--- src/rtl/input_port_irq_ctrl.sv ---
// Change-detect interrupt controller for the four-port input block: fixed-priority P0, round-robin P1..P3.
// Optional IRQ_MASK_EN adds a writable 4-bit interrupt mask (fixed to P0-only when undefined).
module input_port_irq_ctrl #(
    parameter int WIDTH = 8
) (
    input  logic             clk,
    input  logic             reset,
    input  logic [WIDTH-1:0] p0_data,
    input  logic [WIDTH-1:0] p1_data,
    input  logic [WIDTH-1:0] p2_data,
    input  logic [WIDTH-1:0] p3_data,
    input  logic [1:0]       cpu_sel,
    input  logic             irq_ack,
    input  logic             irq_done,
`ifdef IRQ_MASK_EN
    input  logic             mask_we,
    input  logic [3:0]       mask_wdata,
`endif
    output logic [1:0]       sel_port,
    output logic             interrupt,
    output logic [1:0]       irq_port,
    output logic [3:0]       pending
);

    typedef enum logic [1:0] {IDLE, REQ, SERVICE} state_t;

    state_t                  state_q, state_d;
    logic [3:0][WIDTH-1:0]   data;
    logic [3:0][WIDTH-1:0]   prev_q, prev_d;
    logic                    prev_valid_q, prev_valid_d;
    logic [3:0]              pending_q, pending_d;
    logic [3:0]              chg, clr, elig, mask;
    logic                    interrupt_q, interrupt_d;
    logic [1:0]              irq_port_q, irq_port_d;
    logic [1:0]              rr_ptr_q, rr_ptr_d;
    logic [1:0]              winner;

    assign data = {p3_data, p2_data, p1_data, p0_data};

`ifdef IRQ_MASK_EN
    logic [3:0] mask_q, mask_d;
    always_comb mask_d = mask_we ? mask_wdata : mask_q;
    assign mask = mask_q;
`else
    assign mask = 4'b0001;
`endif

    assign elig = pending_q & mask;

    always_comb begin
        chg = '0;
        for (int i = 0; i < 4; i++)
            chg[i] = prev_valid_q && (data[i] != prev_q[i]);
    end

    // Only consulted when elig is non-zero; with P0 clear, one of P1..P3 must be set,
    // so the last candidate in each scan order is the safe fallback.
    always_comb begin
        winner = 2'd0;
        if (!elig[0]) begin
            case (rr_ptr_q)
                2'd1:    winner = elig[2] ? 2'd2 : (elig[3] ? 2'd3 : 2'd1);
                2'd2:    winner = elig[3] ? 2'd3 : (elig[1] ? 2'd1 : 2'd2);
                default: winner = elig[1] ? 2'd1 : (elig[2] ? 2'd2 : 2'd3);
            endcase
        end
    end

    always_comb begin
        state_d      = state_q;
        interrupt_d  = interrupt_q;
        irq_port_d   = irq_port_q;
        rr_ptr_d     = rr_ptr_q;
        clr          = '0;
        prev_d       = data;
        prev_valid_d = 1'b1;
        case (state_q)
            IDLE: begin
                if (|elig) begin
                    irq_port_d  = winner;
                    interrupt_d = 1'b1;
                    state_d     = REQ;
                end
            end
            REQ: begin
                if (irq_ack) begin
                    clr[irq_port_q] = 1'b1;
                    interrupt_d     = 1'b0;
                    state_d         = SERVICE;
                end
            end
            SERVICE: begin
                if (irq_done) begin
                    if (irq_port_q != 2'd0)
                        rr_ptr_d = irq_port_q;
                    state_d = IDLE;
                end
            end
            default: state_d = IDLE;
        endcase
        // A change in the same cycle as the ack keeps the port pending.
        pending_d = (pending_q & ~clr) | chg;
    end

    always_ff @(posedge clk) begin
        if (reset) begin
            state_q      <= IDLE;
            interrupt_q  <= 1'b0;
            irq_port_q   <= 2'd0;
            pending_q    <= '0;
            prev_q       <= '0;
            prev_valid_q <= 1'b0;
            rr_ptr_q     <= 2'd3;
`ifdef IRQ_MASK_EN
            mask_q       <= 4'b0001;
`endif
        end else begin
            state_q      <= state_d;
            interrupt_q  <= interrupt_d;
            irq_port_q   <= irq_port_d;
            pending_q    <= pending_d;
            prev_q       <= prev_d;
            prev_valid_q <= prev_valid_d;
            rr_ptr_q     <= rr_ptr_d;
`ifdef IRQ_MASK_EN
            mask_q       <= mask_d;
`endif
        end
    end

    assign sel_port  = (state_q == SERVICE) ? irq_port_q : cpu_sel;
    assign interrupt = interrupt_q;
    assign irq_port  = irq_port_q;
    assign pending   = pending_q;

endmodule

--- config.mk ---
export PLATFORM = sky130hd
export DESIGN_NAME = input_port_irq_ctrl
export DESIGN_NICKNAME = d
export VERILOG_FILES = /design/src/rtl/input_port_irq_ctrl.sv
export SDC_FILE = /design/constraint.sdc
export NUM_CORES = 1
export LEC_CHECK = 0
export CAP_MARGIN = 40
export CORE_MARGIN = 2
export CORE_UTILIZATION = 30
export DETAILED_ROUTE_END_ITERATION = 8
export GPL_ROUTABILITY_DRIVEN = 0
export GPL_TIMING_DRIVEN = 0
export HOLD_SLACK_MARGIN = 0.03
export PLACE_DENSITY = 0.56
export SYNTH_ARGS = -nofsm -noshare
export SYNTH_HDL_FRONTEND = slang
export SYNTH_SLANG_ARGS = --single-unit
--- constraint.sdc ---
create_clock -name clk -period 1.5 [get_ports clk]
set_clock_uncertainty 0.05 [all_clocks]
set_input_delay 0.225 -clock clk [delete_from_list [all_inputs] [get_ports clk]]
set_output_delay 0.225 -clock clk [all_outputs]
set_load 0.05 [all_outputs]
* Yosys cells after proc, flatten, opt, wreduce, memory -nomap -nowiden
Index checks and enable logic that the tools add are counted.
** Cells by class
- Muxes and demuxes :: 11
- Bitwise operators :: 3
- Reduce and logical (&&, ||, !) cells :: 8
- Equal/unequal tests :: 9
** Operators with widths (number)
- != test 8 bit :: 4
- two-way mux 2 bit :: 4
- != test 2 bit (second input constant) :: 3
- case mux 2 bit (3 select lines) :: 1
- AND reduction 3 bit :: 2
- two-way mux 1 bit :: 5
- bitwise AND 4 bit :: 1
- logical AND 1 bit :: 4
- NOT 4 bit :: 1
- bitwise OR 4 bit :: 1
- == test 2 x 1 -> 1 bit (second input constant) :: 1
- == test 2 bit (second input constant) :: 1
- zero test 2 bit :: 1
- case mux 1 bit (2 select lines) :: 1
- nonzero test 2 bit :: 1
** Word-level totals
- Output and inout bits :: 9
- Input port bits :: 38
- Word-level logic and storage cells :: 39
- Register bits :: 40

* Logic depth before layout (Yosys ltp)
Gate-level depths: netlist (run 1).
- Depth in word-level cells :: 5
- Mapped depth :: 4
- Mapped depth without buffers :: 4

* Least setup slack after synthesis (run 1)
No wires, ideal clock.
- Path kind :: flip-flop to output port
- Start point :: reg state_q[0]
- End point :: out sel_port[0]
- Arrival time :: 0.903 ns
- Path buffers :: 0
- Required time :: 1.225 ns
- Stages on the path, launching flop included :: 3
- Path slack :: 0.322 ns
- Cells stage by stage :: dfxtp_1 -> nand2b_1 -> and2_1
** On the way
- Longest elaborated chain between the ends :: 2
** RTL lines
- from (decl) :: RTL line 27 : state_t state_q, state_d;
- from (signal assigned) :: RTL line 118 : state_q <= state_d;
- == test 2 bit
- two-way mux 2 bit :: RTL line 131 : assign sel_port = (state_q == SERVICE) ? irq_port_q : cpu_sel;
- to (decl) :: RTL line 19 : output logic [1:0] sel_port,
Every way passes these cells.

* Worst setup path in the final report (run 1)
- Start point :: reg pending_q[1], in the netlist pending[1]
- End point :: out pending[1]
** RTL lines
- from (decl) :: RTL line 31 : logic [3:0] pending_q, pending_d;
- from (signal assigned) :: RTL line 121 : pending_q <= pending_d;
- to (decl) :: RTL line 22 : output logic [3:0] pending
No word-level cell between the ends.

==> flow_metrics.py, run 1 <==
metrics = {
    "sta": {
        "period_minus_slack_ns": 1.44,
        "finalCritPeriodShare_pct": 96.0,
        "drv_slew": 0,
        "hold_viol_final": 0,
        "rsz0062_at_grt": "no",
        "fin_tns_setup_ns": 0,
        "tightestPinTransition_ns": 0.508,
        "fmax_ghz": 0.695,
        "setup_ws_ns": 0.0602,
        "slew_headroom_pct": 66.3,
        "setup_viol": 0,
    },
    "finish": {
        "instances_no_fill": 265,
        "finalNetCount": 233,
        "final-seq-area_um2": 801,
        "multi_input_area_um2": 709,
        "syn_to_final_growth_pct": 39.6,
        "diodes": 0,
        "fill_cells": 502,
        "final_util_pct": 42.6,
        "layout-drive-gt1-share_pct": 10.3,
    },
    "setup_path": {
        "worst_setup_path_end_kind": "output port",
        "rrSetupSlack_ns": 0.30,
        "cpPeakStageDelay_ns": 0.53,
        "slowest_stage": "dlygate4sd2_1",
        "worst-path-buf-inv": 1,
        "cp_max_fo": 2,
        "cp-startpoint": "pending[1]$_SDFF_PP0_",
        "r2r_end": "pending[3]$_SDFF_PP0_",
        "path_class": "reg2out",
        "required_ns": 1.22,
        "arrival_ns": 1.16,
        "cp_cell_sequence": "dlygate4sd2_1",
        "critPathTopFamily": "buffers and inverters",
        "setup.worst_path.end": "pending[1]",
        "cp.depth": 1,
        "r2r_cells": 4,
        "crit_path_start_kind": "flip-flop",
        "r2r_start": "prev_q[28]$_SDFF_PP0_",
    },
    "outcome": {
        "status": "finished clean",
    },
    "yosys": {
        "synth_top_cell_by_area": "dfxtp_1",
        "seq_area_frac_synth_pct": 52.0,
        "ys_top_cells_by_count": "dfxtp_1, nor2b_1, xor2_1",
        "synth.avg_cell_area_um2": 10.8,
        "ys_warn_count": 0,
        "synthTopCellsByArea": "dfxtp_1, nor2b_1, xor2_1",
        "synth.top_cell.area_share_pct": 52.0,
        "synthCells": 143,
        "synth.distinct_cells": 23,
        "synthFlopType": "dfxtp_1",
        "synth-edff-count": 0,
        "synth_area_mm2": 0.00154,
        "ys_ff_latch": 40,
        "async_reset_ff_share_pct": 0,
        "synth_most_common_cell": "dfxtp_1",
    },
    "clock_tree": {
        "clock_sinks": 40,
        "htreeDepth": 2,
        "clkTransAtPathRegs_ns": 0.07,
        "clk_path_buf_depth": 2,
        "clk_latency_ns": 0.29,
        "clockRootBuffer": "clkbuf_8",
        "cts_buffers": 5,
        "tritoncts": "yes",
    },
    "die": {
        "die_h_um": 75.7,
        "start_util_pct": 30.5,
        "ios": 47,
        "die_area_mm2": 0.00572,
        "core_region_area_mm2": 0.00504,
        "row_count": 26,
        "die_x_um": 75.7,
    },
    "pwr": {
        "peakVddDrop_mv": 0.499,
        "p_leak_nw": 0.861,
        "power.density_mw_per_mm2": 1070,
        "p_total_mw": 2.30,
    },
    "drt": {
        "ant_nets": 0,
        "drt_wl_total_um": 2930,
        "vias": 1090,
        "wl_per_cell_um": 11.1,
        "drcViolationCount": 0,
        "viasPerCell": 4.11,
        "first_iter_violations": 26,
        "firstDrtPassIters": 2,
    },
    "placement": {
        "placed_cells": 258,
        "port_buffers": 44,
        "dpl.hpwl_um": 2290,
        "preCtsSetupSlack_ns": -0.362,
    },
    "global_route": {
        "grt.total_usage_pct": 11.6,
        "antenna_found_initial": 0,
        "grt-ovfl-total": 0,
        "grt_pass1_vias": 1175,
        "grt_max_degree": 12,
        "grt_first_pass_wirelength_um": 4870,
    },
    "hold_path": {
        "hold_path.class": "reg2reg",
    },
    "job": {
        "maxCapViolations": 0,
    },
}
[cell type report]
class                   count  area share, %
inverters                   2          0.349
flip-flops and latches     40           37.3
plain buffers               5           1.22
multi-input cells          97           33.0
clock buffers               7           4.48
well taps                  70           4.07
repair buffers             44           19.6
[routing by layer]
| metal | track usage (%) | share of wire, % | up-vias | routed length [um] |
|---|---|---|---|---|
| met5 | 0 | 0 | - | 0 |
| met4 | 3.51 | 1.1 | 0 | 31 |
| met3 | 5.56 | 7.9 | 4 | 232 |
| met2 | 20.3 | 48 | 33 | 1420 |
| met1 | 12.5 | 43 | 498 | 1250 |
| li1 | - | - | 555 | - |
[worst min path at each step]
stage,to,slack [ns],from,cells after the start
2_1_floorplan,prev_q[27]$_SDFF_PP0_,0.25,reset,1
3_3_place_gp,pending[2]$_SDFF_PP0_,0.42,pending[2]$_SDFF_PP0_,1
3_5_place_dp,pending[2]$_SDFF_PP0_,0.42,pending[2]$_SDFF_PP0_,1
4_1_cts,pending[2]$_SDFF_PP0_,0.43,pending[2]$_SDFF_PP0_,1
5_1_grt,pending[2]$_SDFF_PP0_,0.45,pending[2]$_SDFF_PP0_,1
6_report,pending[2]$_SDFF_PP0_,0.43,pending[2]$_SDFF_PP0_,1
[state kept, by name, indices dropped and copies added (netlist names)]
register and flops:
prev_q 32, pending 4, prev_valid_q 1, state_q 2
interrupt 1
[where the power goes]
group          switching, mW  internal [mW]
sequential            0.0326           1.13
combinational          0.188          0.194
clock                  0.347          0.409
[worst register-to-register path, cell delays in order (launching register included)]
cell and delay (ns):
dfxtp_1 0.31, xor2_1 0.16, nor4_2 0.30, nand2_1 0.09
a22o_1 0.19
[stage by stage]
step           instance area, um2  hold slack (ns)
2_1_floorplan                1540            0.247
3_3_place_gp                 2070            0.417
3_5_place_dp                 2070            0.417
4_1_cts                      2150            0.430
5_1_grt                      2150            0.454
6_report                     2150            0.426
[logic make-up after synthesis]
kind of cell | Yosys count | share of synthesized area [%]
other | 1 | 0.243
xor gates and xnor gates | 32 | 18.2
AOI/OAI and AO/OA | 9 | 3.98
DFF | 40 | 52.0
and+or+nand+nor | 53 | 22.7
buffers and inverters | 7 | 2.19
muxes | 1 | 0.650
[timing repair]
item                                    4_1_cts  5_1_grt
gates resized for setup                      16        6
setup buffers                                 0        0
hold buffers                                  0        0
endpoints found under the setup margin        7        4
endpoints found under the hold margin         0        0
[cell usage in the layout (no fill, tap or decap), types with 2 or more instances in the layout]
master,count
and2_1,2
nand4_1,2
dfxtp_1,40
a22o_1,3
clkdlybuf4s50_1,37
nor2_1,2
buf_4,3
nand2_1,5
clkbuf_8,7
nor2b_1,34
dlygate4sd2_1,3
xor2_1,24
conb_1,2
clkbuf_1,3
o21ai_0,2
nor4_2,6
clkbuf_2,2
xnor2_1,8
(Power assumes the default switching activity.)
==> inputs of run 2 (changes only) <==
Settings changed: PLACE_DENSITY 0.56 to 0.61.
==> run 2 against run 1 <==
  * Combinational power about the same
  * Clock-buffer cell count shrank 2
  * Sequential share of layout area down 0.58 points
  * Critical path type unchanged
  * Cell count did not move
  * Routed wire length is 13% lower
  * Via count down 2.9%
  * Largest cell class unchanged
  * Die area unchanged
==> flow_metrics.py, run 2 (same netlist as run 1, synthesis figures left out) <==
metrics = {
    "finish": {
        "largest_reg_flops": 32,
        "syn_to_final_growth_pct": 42.0,
        "instances_no_fill": 265,
        "diodes": 0,
        "final_common_cell": "dfxtp_1",
        "top_register": "prev_q",
        "finalNetCount": 233,
        "final_cell_mix": "dfxtp_1, clkdlybuf4s50_1, nor2b_1",
        "layout-drive-gt1-share_pct": 10.3,
    },
    "pwr": {
        "power.density_mw_per_mm2": 1160,
        "p_comb_share_pct": 14.9,
        "peakVddDrop_mv": 0.430,
        "p_switching_uw": 568,
        "internal-power_mw": 1.98,
        "power.share.clock_pct": 39.6,
        "pwr-share-seq_pct": 45.4,
        "p_total_mw": 2.55,
        "p_sw_share_pct": 22.3,
        "p_leak_nw": 0.878,
    },
    "setup_path": {
        "r2r_cells": 4,
        "required_ns": 1.22,
        "cp_cell_sequence": "dlygate4sd2_1",
        "arrival_ns": 1.16,
        "worst_setup_path_end_kind": "output port",
        "cpPeakStageDelay_ns": 0.53,
        "worst-path-buf-inv": 1,
        "cp_max_fo": 2,
        "critPathTopFamily": "buffers and inverters",
        "cp.depth": 1,
        "crit_path_start_kind": "flip-flop",
        "r2r_end": "pending[3]$_SDFF_PP0_",
        "rrSetupSlack_ns": 0.32,
        "slowest_stage": "dlygate4sd2_1",
        "r2r_start": "prev_q[28]$_SDFF_PP0_",
        "path_class": "reg2out",
    },
    "placement": {
        "dpl.hpwl_um": 1910,
        "placed_cells": 258,
        "port_buffers": 44,
        "preCtsSetupSlack_ns": -0.349,
    },
    "sta": {
        "rsz0062_at_grt": "no",
        "hold_viol_final": 0,
        "setup_viol": 0,
        "setup_ws_ns": 0.0692,
        "finalCritPeriodShare_pct": 95.4,
        "period_minus_slack_ns": 1.43,
        "fin_tns_setup_ns": 0,
        "drv_slew": 0,
        "fmax_ghz": 0.699,
    },
    "hold_path": {
        "hp-start": "pending[1]$_SDFF_PP0_",
        "hold_path.class": "reg2reg",
        "whs_path_depth": 1,
        "min_to": "pending[1]$_SDFF_PP0_",
    },
    "global_route": {
        "antenna_found_initial": 0,
        "met3_usage_pct": 4.37,
        "grt.total_usage_pct": 10.1,
        "grt_pass1_vias": 960,
        "grt_max_degree": 13,
        "busiest_layer": "met2",
        "grt_first_pass_wirelength_um": 4100,
        "grt-ovfl-total": 0,
        "gr-usage-met1_pct": 11.7,
        "use_met2_pct": 15.7,
    },
    "drt": {
        "wl_per_cell_um": 9.61,
        "drcViolationCount": 0,
        "drt_wl_total_um": 2550,
        "vias": 1058,
        "ant_nets": 0,
        "first_iter_violations": 27,
        "viasPerCell": 3.99,
        "firstDrtPassIters": 2,
    },
    "die": {
        "die_x_um": 75.7,
        "die_area_mm2": 0.00572,
        "ios": 47,
        "start_util_pct": 30.5,
        "die_h_um": 75.7,
        "row_count": 26,
        "core_region_area_mm2": 0.00504,
    },
    "clock_tree": {
        "clk_path_buf_depth": 2,
        "clk_latency_ns": 0.29,
        "clock_sinks": 40,
        "tritoncts": "yes",
        "clkTransAtPathRegs_ns": 0.07,
        "htreeDepth": 2,
        "clockRootBuffer": "clkbuf_8",
        "cts_buffers": 5,
    },
    "job": {
        "maxCapViolations": 0,
    },
    "outcome": {
        "status": "finished clean",
    },
}
## run 2: layout make-up
cell class / instances / area (um2)
Multi-Input combinational cell: 97 / 709
Sequential cell: 40 / 802
Clock inverter: 2 / 60.1
Clock buffer: 5 / 68.8
Tap cell: 70 / 87.6
Inverter: 2 / 7.51
Buffer: 5 / 26.3
Fill cell: 506 / 2860
Timing Repair Buffer: 44 / 425
## run 2: worst max path at each step
stage	from	endpoint	slack (ns)
final	pending[2]$_SDFF_PP0_	pending[2]	0.07
after global routing	pending[3]$_SDFF_PP0_	pending[3]	0.008
after CTS	pending[0]$_SDFF_PP0_	pending[0]	0.01
after detailed placement	cpu_sel[0]	sel_port[0]	-0.35
after global placement	cpu_sel[0]	sel_port[0]	-0.35
after floorplan	state_q[0]$_SDFFE_PP0P_	sel_port[0]	0.32
## run 2: power groups by stage
stage,combinational [mW],sequential [mW],clock [mW]
CTS,0.387,1.16,1.05
global placement,0.396,1.18,0
global route,0.415,1.16,1.09
detailed placement,0.397,1.18,0
floorplan,0.176,1.23,0
finish,0.380,1.16,1.01
## run 2: metrics by stage
step / utilization (%) / hold WS, ns / area, um2
after floorplan: - / 0.247 / 1540
after global placement: 41.1 / 0.413 / 2070
after detailed placement: 41.1 / 0.417 / 2070
after CTS: 43.3 / 0.430 / 2180
after global routing: 43.4 / 0.446 / 2190
final: 43.4 / 0.422 / 2190
## run 2: what timing repair did
item / 4_1_cts / 5_1_grt
hold buffers: 0 / 0
endpoints found under the hold margin: 0 / 0
endpoints found under the setup margin: 7 / 3
resized for setup: 15 / 7
buffers inserted: 0 / 0
## run 2: routing by layer
layer	vias to the layer above	part of all wire, %
met3	5	7.6
li1	555	-
met1	465	45
met4	0	2.0
met2	33	45
met5	-	0
